File: src/rtl/regfile_pkg.sv
// Shared definitions for the register file port arbiter: register file geometry
// and the access FSM state encoding.
package regfile_pkg;

    localparam int RF_DATA_W = 16;
    localparam int RF_ADDR_W = 4;
    localparam int RF_DEPTH  = 16;

    typedef enum logic [1:0] {
        IDLE   = 2'd0,
        ACCESS = 2'd1,
        RESP   = 2'd2
    } state_t;

endpackage

File: src/rtl/regfile_arbiter_rr_arbiter.sv
// Combinational round-robin grant: picks the first set request bit starting at
// ptr and wrapping modulo NUM_REQ. The pointer itself is owned by the caller.
module rr_arbiter
    import regfile_pkg::*;
#(
    parameter int NUM_REQ = 4,
    localparam int PTR_W  = $clog2(NUM_REQ)
) (
    input  logic [NUM_REQ-1:0] req,
    input  logic [PTR_W-1:0]   ptr,
    output logic [NUM_REQ-1:0] grant,
    output logic [PTR_W-1:0]   grant_idx,
    output logic               any
);

    int cand;

    // Rotating priority search; the first hit wins and later hits are ignored.
    always_comb begin
        grant     = '0;
        grant_idx = '0;
        any       = 1'b0;
        cand      = 0;
        for (int i = 0; i < NUM_REQ; i++) begin
            cand = int'(ptr) + i;
            if (cand >= NUM_REQ) begin
                cand = cand - NUM_REQ;
            end
            if (!any && req[cand]) begin
                any         = 1'b1;
                grant[cand] = 1'b1;
                grant_idx   = PTR_W'(cand);
            end
        end
    end

endmodule

File: src/rtl/regfile_arbiter.sv
// Sole driver of the single-port register file. Serializes requests from
// NUM_REQ requesters with a round-robin grant, issues one strobe per access and
// returns read data on a one-hot response pulse two cycles after the accept.
module regfile_arbiter
    import regfile_pkg::*;
#(
    parameter int NUM_REQ = 4,
    parameter int DATA_W  = RF_DATA_W,
    parameter int ADDR_W  = RF_ADDR_W
) (
    input  logic                      clk,
    input  logic                      reset,
    input  logic [NUM_REQ-1:0]        req_valid,
    input  logic [NUM_REQ-1:0]        req_we,
    input  logic [NUM_REQ*ADDR_W-1:0] req_addr,
    input  logic [NUM_REQ*DATA_W-1:0] req_wdata,
    output logic [NUM_REQ-1:0]        req_ready,
    output logic [NUM_REQ-1:0]        rsp_valid,
    output logic [DATA_W-1:0]         rsp_data,
    output logic                      rf_rd,
    output logic                      rf_wn,
    output logic [ADDR_W-1:0]         rf_reg_id,
    output logic [DATA_W-1:0]         rf_write_data,
    input  logic [DATA_W-1:0]         rf_read_data,
    output logic                      busy
);

    localparam int PTR_W = $clog2(NUM_REQ);

    state_t               state;
    logic [PTR_W-1:0]     rr_ptr;
    logic [PTR_W-1:0]     g_l;
    logic                 we_l;
    logic                 rd_q;
    logic                 wn_q;
    logic [NUM_REQ-1:0]   rsp_q;

    logic [NUM_REQ-1:0]   grant;
    logic [PTR_W-1:0]     grant_idx;
    logic                 grant_any;
    logic [PTR_W-1:0]     ptr_next;
    logic                 sel_we;
    logic [ADDR_W-1:0]    sel_addr;
    logic [DATA_W-1:0]    sel_wdata;

    rr_arbiter #(
        .NUM_REQ (NUM_REQ)
    ) u_rr (
        .req       (req_valid),
        .ptr       (rr_ptr),
        .grant     (grant),
        .grant_idx (grant_idx),
        .any       (grant_any)
    );

    // Pick out the granted requester's operands and the pointer that follows it.
    always_comb begin
        sel_we    = req_we[grant_idx];
        sel_addr  = req_addr[int'(grant_idx)*ADDR_W +: ADDR_W];
        sel_wdata = req_wdata[int'(grant_idx)*DATA_W +: DATA_W];
        ptr_next  = (int'(grant_idx) == NUM_REQ - 1) ? '0 : grant_idx + PTR_W'(1);
    end

    // Access FSM: strobes and response pulse are registered one state ahead so
    // they appear exactly in the ACCESS and RESP cycles.
    always_ff @(posedge clk) begin
        if (reset) begin
            state         <= IDLE;
            rr_ptr        <= '0;
            g_l           <= '0;
            we_l          <= 1'b0;
            rd_q          <= 1'b0;
            wn_q          <= 1'b0;
            rsp_q         <= '0;
            rf_reg_id     <= '0;
            rf_write_data <= '0;
        end else begin
            rd_q  <= 1'b0;
            wn_q  <= 1'b0;
            rsp_q <= '0;
            case (state)
                IDLE: begin
                    if (grant_any) begin
                        state         <= ACCESS;
                        g_l           <= grant_idx;
                        we_l          <= sel_we;
                        rr_ptr        <= ptr_next;
                        rd_q          <= ~sel_we;
                        wn_q          <= sel_we;
                        rf_reg_id     <= sel_addr;
                        rf_write_data <= sel_we ? sel_wdata : '0;
                    end
                end
                ACCESS: begin
                    if (we_l) begin
                        state <= IDLE;
                    end else begin
                        state <= RESP;
                        rsp_q <= NUM_REQ'(1) << g_l;
                    end
                end
                RESP: begin
                    state <= IDLE;
                end
                default: begin
                    state <= IDLE;
                end
            endcase
        end
    end

    // Accept is combinational in IDLE; everything is forced quiet while reset
    // is high so an access interrupted by reset never strobes the register file.
    always_comb begin
        req_ready = (state == IDLE && !reset) ? grant : '0;
        rsp_valid = reset ? '0 : rsp_q;
        rsp_data  = (rsp_valid != '0) ? rf_read_data : '0;
        rf_rd     = rd_q & ~reset;
        rf_wn     = wn_q & ~reset;
        busy      = (state != IDLE) && !reset;
    end

endmodule

File: config.mk
export PLATFORM = sky130hd
export DESIGN_NAME = regfile_arbiter
export DESIGN_NICKNAME = d
export VERILOG_FILES = /design/src/rtl/regfile_pkg.sv /design/src/rtl/regfile_arbiter_rr_arbiter.sv /design/src/rtl/regfile_arbiter.sv
export SDC_FILE = /design/constraint.sdc
export NUM_CORES = 1
export LEC_CHECK = 0
export CORE_ASPECT_RATIO = 1.75
export CORE_MARGIN = 2
export CORE_UTILIZATION = 29
export CTS_CLUSTER_SIZE = 20
export DETAILED_ROUTE_END_ITERATION = 16
export GPL_ROUTABILITY_DRIVEN = 0
export PLACE_DENSITY = 0.69
export SYNTH_ARGS = -nofsm -noshare
export SYNTH_HDL_FRONTEND = slang
export SYNTH_SLANG_ARGS = --single-unit
export TNS_END_PERCENT = 30
File: constraint.sdc
create_clock -name clk -period 4.3 [get_ports clk]
set_input_delay 1.075 -clock clk [delete_from_list [all_inputs] [get_ports clk]]
set_output_delay 1.075 -clock clk [all_outputs]
set_load 0.02 [all_outputs]
==> metrics, run 1 <==
Post-Syn Area 0.00219 mm2; RSZ-0062 raised after global routing no; Sw Pwr 0.884 mW; Setup TNS 0 ps; PwrDens 572 mW/mm2; Fin. Hold Viols 0; CP endpoint kind primary output; synth warn 0; layout cell share with drive strength beyond 1 12.9%; crit path DAT 3040 ps; sequential share of the synthesized area 30.2%; Antenna Cells 0; Via density 4.97; placed cells 451; Place WS -49.9 ps; Skew-Pair Late Insertion Delay 270 ps; crit path cell chain clkdlybuf4s50_1 -> and3b_1 -> a21oi_1 -> nor3_1 -> a31oi_1 -> a21oi_1 -> buf_4 -> a221oi_1 -> nor2_1 -> dlygate4sd2_1; Die ar. 0.00828 mm2; Rows 41; dpl cell area 0.00390 mm2; DR vias 2,283; Synth Register Bits 33; DRT antenna net count 0; Ports 153; post-route setup slack 186 ps; Worst Hold Class reg2reg; initial drt markers 60; Pwr Total 2.31 mW; total grt overflow 0; Port Buffers 152; Worst Path Max Fanout 5; most used routing layer met2; Clk pin slew, worst setup/hold paths 50 ps; Max Cap Viol 0; dominant synthesized flop cell dfxtp_1; Leak 1.54 nW; GRT Util Overall 17.2%; Slew HR 49.3%; Comb pwr share 65.1%; switching share of power 38.2%; NumNets Final 483; post-synth cell types 42; fmax 243 MHz; clock sinks 33; Finished Core Util 55.5%; clock period minus worst slack 4110 ps; worst hold slack 467 ps; Post-Syn Nets 317; M1 GR Usage 18.1%; vias in the first global route 2,341; routed length per placed instance 15.6 um; CTS Root Cell clkbuf_16; largest net degree at the start of global routing 28; Max IR drop VDD 0.426 mV; clock power share 14.6%; R2R depth 11; WP data required 3220 ps; Slew Viols, Final 0; final setup violating endpoints 0; DP HPWL 5800 um; Die H 119 um; register share of total power 20.3%; hold path cells 2; Core Region 0.00728 mm2; cells after synthesis 206; Design Area, Final 0.00404 mm2; DRC viols 0; reg2reg end rf_write_data[0]; Post-CTS Setup Repair Bufs 0; critical path class in2out; total CTS buffers 5; reg2reg setup slack 920 ps; Int Power 1.43 mW; min-delay src rf_reg_id[0]; CTS max path bufs 2; hold endpoint rf_reg_id[0]; met2 Usage GRT 33.1%; Most common cell on crit path a21oi_1; grt met3 use 3.81%; slew of the pin with the lowest slew margin 761 ps; number of synthesized flops with an enable pin 0; outcome finished, final reports clean; synth top area cells dfxtp_1 30%, mux4_2 14%, nor2b_1 6.6%; Finished Layout Cells 459; first-pass GRT wire length 11,600 um; Worst Setup Start Kind input port; critical path's largest stage delay 530 ps; Clock Skew 4.57 ps; top cell type's share of synthesized area 30.2%; Die Width 69.7 um; CP max stage cell clkdlybuf4s50_1; average cell area after synthesis 10.6 um2; initial antenna violation count 0; TritonCTS clock tree yes; Initial DRT Pass Iterations 6; Starting Density 30.0%; fraction of registers with async set/reset 0%; Period Utilization, post-route 95.7%; synth-to-layout area growth 84.7%; H-tree Lvls 2; Routed WL 7180 um; worst r2r src rr_ptr[1]; Yosys top cell by area dfxtp_1
-- synth_stat cells, drive strengths merged, types with 3 or more instances --
cell type and instances:
buf 6, a221oi 5, a22o 16, a21oi 4, nor2b 24, nor3 4
nand2 12, clkbuf 4, ha 5, a211oi 3, a22oi 4, dfxtp 33
inv 4, mux2 5, mux4 19, o22ai 4, nor2 23, mux2i 13
-- power groups by stage --
stage / clock [mW] / sequential [mW] / combinational (mW)
5_1_grt: 0.363 / 0.485 / 1.62
3_3_place_gp: 0 / 0.472 / 1.52
2_1_floorplan: 0 / 0.574 / 0.917
6_report: 0.337 / 0.470 / 1.51
3_5_place_dp: 0 / 0.475 / 1.53
4_1_cts: 0.344 / 0.470 / 1.53
-- how the worst max path moves through the flow --
| stage | startpoint | depth (start not counted) | end |
|---|---|---|---|
| 4_1_cts | req_valid[2] | 10 | req_ready[3] |
| 6_report | req_valid[2] | 10 | req_ready[3] |
| 3_3_place_gp | req_valid[0] | 8 | req_ready[0] |
| 5_1_grt | req_valid[2] | 10 | req_ready[3] |
| 2_1_floorplan | reset | 5 | rsp_data[0] |
| 3_5_place_dp | req_valid[2] | 8 | req_ready[3] |
-- flip-flops by register name (all words and copies together), names as in the netlist --
| register | count |
|---|---|
| wn_q | 1 |
| we_l | 1 |
| rr_ptr | 2 |
| rf_reg_id | 4 |
| rd_q | 1 |
| state | 2 |
| g_l | 2 |
| rf_write_data | 16 |
| rsp_q | 4 |
-- cells in the final DEF (no fill, tap or decap), types with 2 or more instances in the layout --
cell             count
mux2i_1             12
ha_1                 5
a22o_1              16
nor2_1              21
dfxtp_1             33
a221oi_1             5
clkinv_2             2
a31oi_1              2
nor3_1               4
mux2_1               4
a211oi_1             3
buf_4               16
clkbuf_16            5
nor2b_1             23
nand2_1             12
inv_1                3
mux4_2              14
a22oi_1              4
mux4_1               5
a21oi_1              4
dlygate4sd2_1        4
xnor2_1              2
o22ai_1              4
clkdlybuf4s50_1    148
-- critical path: cells and delay by family --
family	cells	cell delay, ps
buffers and inverters	3	1010
AO/OA/AOI/OAI	4	640
AND/OR/NAND/NOR	3	310
-- cell families (layout without fill, tap and decap cells) --
family	Yosys count	after routing	synth area share (%)
and+or+nand+nor	71	71	17.2
AOI/OAI and AO/OA	43	43	15.9
muxes	37	37	29.5
DFF	33	33	30.2
buffers and inverters	15	182	3.60
adders and majority gates	5	5	2.86
xor gates and xnor gates	2	2	0.801
-- final cells by class --
cell class | count | area (um2)
clock inverter | 3 | 17.5
sequential | 33 | 661
timing repair buffer | 169 | 1660
inverter | 5 | 18.8
clock buffer | 5 | 125
multi-input combinational | 158 | 1460
fill | 683 | 3240
tap | 86 | 108
-- layer usage --
metal	up-vias	share of wire (%)	wire (um)
li1	1122	-	-
met1	1070	36	2600
met2	81	56	3990
met3	10	6.0	431
met4	0	2.1	153
met5	-	0	0
-- repair_timing --
item,4_1_cts,5_1_grt
hold buffers,0,0
endpoints found under the setup margin,4,0
gates resized for setup,4,0
No activity file was read; power rests on OpenSTA's default activity.
==> inputs of run 2 (changes only) <==
Settings changed: MAX_ROUTING_LAYER set to met4.
==> metrics, run 2 (synthesis gave the netlist of run 1 again) <==
outcome finished, final reports clean; vias in the first global route 2,344; Rows 41; DRC viols 0; H-tree Lvls 2; DR vias 2,289; clock sinks 33; crit path DAT 3040 ps; Design Area, Final 0.00404 mm2; biggest regs rf_write_data (16), rf_reg_id (4), rsp_q (4); most frequent cells in the layout 148 x clkdlybuf4s50_1, 33 x dfxtp_1, 23 x nor2b_1, 21 x nor2_1; RSZ-0062 raised after global routing no; Top reg by flops rf_write_data; Port Buffers 152; Ports 153; total grt overflow 0; Place WS -49.9 ps; Max Cap Viol 0; post-route setup slack 186 ps; CTS max path bufs 2; final setup violating endpoints 0; DP HPWL 5800 um; Worst Hold Class reg2reg; NumNets Final 483; Die ar. 0.00828 mm2; Period Utilization, post-route 95.7%; most common cell after layout, fill and taps aside clkdlybuf4s50_1; Initial DRT Pass Iterations 6; slew of the pin with the lowest slew margin 760 ps; total CTS buffers 5; layout cell share with drive strength beyond 1 12.9%; Starting Density 30.0%; Clock Skew 5.10 ps; placed cells 451; Leak 1.54 nW; Most common cell on crit path a21oi_1; Finished Layout Cells 459; Die Width 69.7 um; largest net degree at the start of global routing 28; dpl cell area 0.00390 mm2; max reg flops 16; Fin. Hold Viols 0; Via density 4.99; Clk pin slew, worst setup/hold paths 50 ps; Pwr Total 2.31 mW; Slew Viols, Final 0; GRT Util Overall 17.7%; Core Region 0.00728 mm2; DRT antenna net count 0; critical path class in2out; first-pass GRT wire length 11,600 um; fmax 243 MHz; Routed WL 7180 um; Post-CTS Setup Repair Bufs 0; Finished Core Util 55.5%; synth-to-layout area growth 84.7%; Skew-Pair Late Insertion Delay 270 ps; CTS Root Cell clkbuf_16; CP endpoint kind primary output; Worst Path Max Fanout 5; Max IR drop VDD 0.426 mV; Worst Setup Start Kind input port; initial antenna violation count 0; TritonCTS clock tree yes; crit path cell chain clkdlybuf4s50_1 -> and3b_1 -> a21oi_1 -> nor3_1 -> a31oi_1 -> a21oi_1 -> buf_4 -> a221oi_1 -> nor2_1 -> dlygate4sd2_1; critical path's largest stage delay 530 ps; Antenna Cells 0; WP data required 3220 ps; PwrDens 572 mW/mm2; Slew HR 49.3%; routed length per placed instance 15.6 um; clock period minus worst slack 4110 ps; CP max stage cell clkdlybuf4s50_1; initial drt markers 71; Die H 119 um
run 2: cell counts in the layout (fill, tap and decap cells not counted):
Identical to the previous run, type by type.
run 2: final cells by class:
type | instances | area, um2
sequential | 33 | 661
fill | 683 | 3240
multi-input combinational | 158 | 1460
clock buffer | 5 | 125
inverter | 5 | 18.8
clock inverter | 3 | 17.5
timing repair buffer | 169 | 1660
tap | 86 | 108
run 2: layer usage:
layer | share of wire (%) | global-route usage [%]
met1 | 36 | 18.2
met2 | 56 | 33.0
met3 | 6.0 | 3.81
met4 | 2.1 | 5.65
met5 | 0 | -
run 2: critical path, delay by kind of cell:
kind / cells / cell delay [ps]
AOI/OAI and AO/OA: 4 / 640
buffers and inverters: 3 / 1010
and+or+nand+nor: 3 / 310
run 2: worst paths after layout:
kind | start | end | slack [ps] | depth (start not counted)
max | req_valid[2] | req_ready[3] | 190 | 10
min | rf_reg_id[0] | rf_reg_id[0] | 470 | 2
max reg2reg | rr_ptr[1] | rf_write_data[0] | 920 | 11
min reg2reg | rf_reg_id[0] | rf_reg_id[0] | 470 | 2
run 2: timing repair:
item                                    4_1_cts  5_1_grt
gates resized for setup                       4        0
endpoints found under the hold margin         0        0
endpoints found under the setup margin        4        0
hold buffers                                  0        0
run 2: power breakdown:
group	switching (mW)	internal, mW	leakage, nW
registers	0.0553	0.415	0.271
logic	0.704	0.802	1.20
clock network	0.125	0.212	0.0696
total	0.885	1.43	1.54
run 2: stage by stage:
stage                     hold slack, ps  TNS (ps)
final                                468         0
after global routing                 490         0
after CTS                            470         0
after detailed placement             459      -171
after global placement               448     -12.6
after floorplan                      434         0
==> inputs of run 3 (changes only) <==
Settings changed: CORE_ASPECT_RATIO 1.75 to unset, CTS_CLUSTER_DIAMETER set to 30.
==> metrics, run 3 (synthesis gave the netlist of run 1 again) <==
Top reg by flops rf_write_data; PwrDens 548 mW/mm2; H-tree Lvls 2; Slew HR 48.8%; Port Buffers 152; Core Region 0.00729 mm2; total CTS buffers 5; first-pass GRT wire length 10,800 um; final setup violating endpoints 0; outcome finished, final reports clean; Post-CTS Setup Repair Bufs 0; Fin. Hold Viols 0; most common cell after layout, fill and taps aside clkdlybuf4s50_1; biggest regs rf_write_data (16), rf_reg_id (4), rsp_q (4); Antenna Cells 0; Place WS -122 ps; clock sinks 33; CP endpoint kind primary output; Initial DRT Pass Iterations 4; Clk pin slew, worst setup/hold paths 50 ps; Ports 153; DRT antenna net count 0; Via density 4.82; fmax 243 MHz; total grt overflow 0; routed length per placed instance 13.8 um; most frequent cells in the layout 148 x clkdlybuf4s50_1, 33 x dfxtp_1, 23 x nor2b_1, 21 x nor2_1, 17 x buf_4; initial drt markers 73; initial antenna violation count 0; DRC viols 0; DP HPWL 5390 um; Worst Hold Class reg2reg; WP data required 3220 ps; Leak 1.52 nW; Worst Setup Start Kind input port; Period Utilization, post-route 95.7%; Multi-input gate area 0.00147 mm2; GRT Util Overall 16.5%; slew of the pin with the lowest slew margin 767 ps; filler instances 692; TritonCTS clock tree yes; Die Width 90.9 um; crit path from req_valid[0]; Max Cap Viol 0; vias in the first global route 2,344; Storage cell area 661 um2; largest net degree at the start of global routing 19; Die H 90.9 um; Clock Skew 10.4 ps; Starting Density 30.0%; Max IR drop VDD 0.257 mV; Skew-Pair Late Insertion Delay 270 ps; synth-to-layout area growth 83.2%; RSZ-0062 raised after global routing no; layout cell share with drive strength beyond 1 13.4%; CTS Root Cell clkbuf_8; min-delay src g_l[0]; crit path DAT 3040 ps; critical path class in2out; Worst Path Max Fanout 6; Slew Viols, Final 0; clock period minus worst slack 4120 ps; Routed WL 6520 um; post-route setup slack 185 ps; DR vias 2,271; Pwr Total 2.20 mW; dpl cell area 0.00393 mm2; Setup TNS 0 ps; worst r2r src rr_ptr[1]; Die ar. 0.00826 mm2; CTS max path bufs 2; Rows 31; NumNets Final 484; Design Area, Final 0.00401 mm2; max reg flops 16
[run 3: cell type report]
cell class / instances / share of cell area, %
well taps: 99 / 3.09
multi-input cells: 158 / 36.6
repair buffers: 170 / 41.5
clock inverters: 1 / 0.125
inverters: 5 / 0.468
clock buffers: 5 / 1.72
flip-flops and latches: 33 / 16.5
[run 3: worst paths after layout]
kind	slack (ps)	end	cells past startpoint
setup / recovery	180	req_ready[0]	10
hold / removal	470	rsp_q[2]	1
setup reg to reg	750	rf_write_data[0]	10
hold reg to reg	470	rsp_q[2]	1
[run 3: timing repair]
| item | CTS | global route |
|---|---|---|
| endpoints found under the setup margin | 4 | 2 |
| cloned | 0 | 0 |
| endpoints found under the hold margin | 0 | 0 |
| hold buffers | 0 | 0 |
| gates resized for setup | 5 | 2 |
[run 3: where the power goes]
part	switching, mW	internal (mW)	total (mW)
sequential	0.0663	0.415	0.481
clock	0.0979	0.106	0.204
combinational	0.688	0.826	1.51
[run 3: per-stage QoR]
step                      util (%)  std cells  hold WS (ps)
after floorplan                  -        206           434
after global placement        53.9        465           453
after detailed placement      53.9        465           461
after CTS                     54.9        471           475
after global routing          55.0        471           496
final                         55.0        471           473
[run 3: layer usage]
layer	global-route usage (%)	routed length [um]
met1	18.9	2620
met2	28.9	3300
met3	4.34	515
met4	3.79	91
met5	-	0
[run 3: worst max-delay path, cell delays in order]
cell and delay [ps]:
clkdlybuf4s50_1 560, buf_4 150, nor2_1 50, a21oi_1 150, nor3_1 60, a31oi_1 170, a21oi_2 120, a221oi_1 310
nor2_1 70, dlygate4sd2_1 320
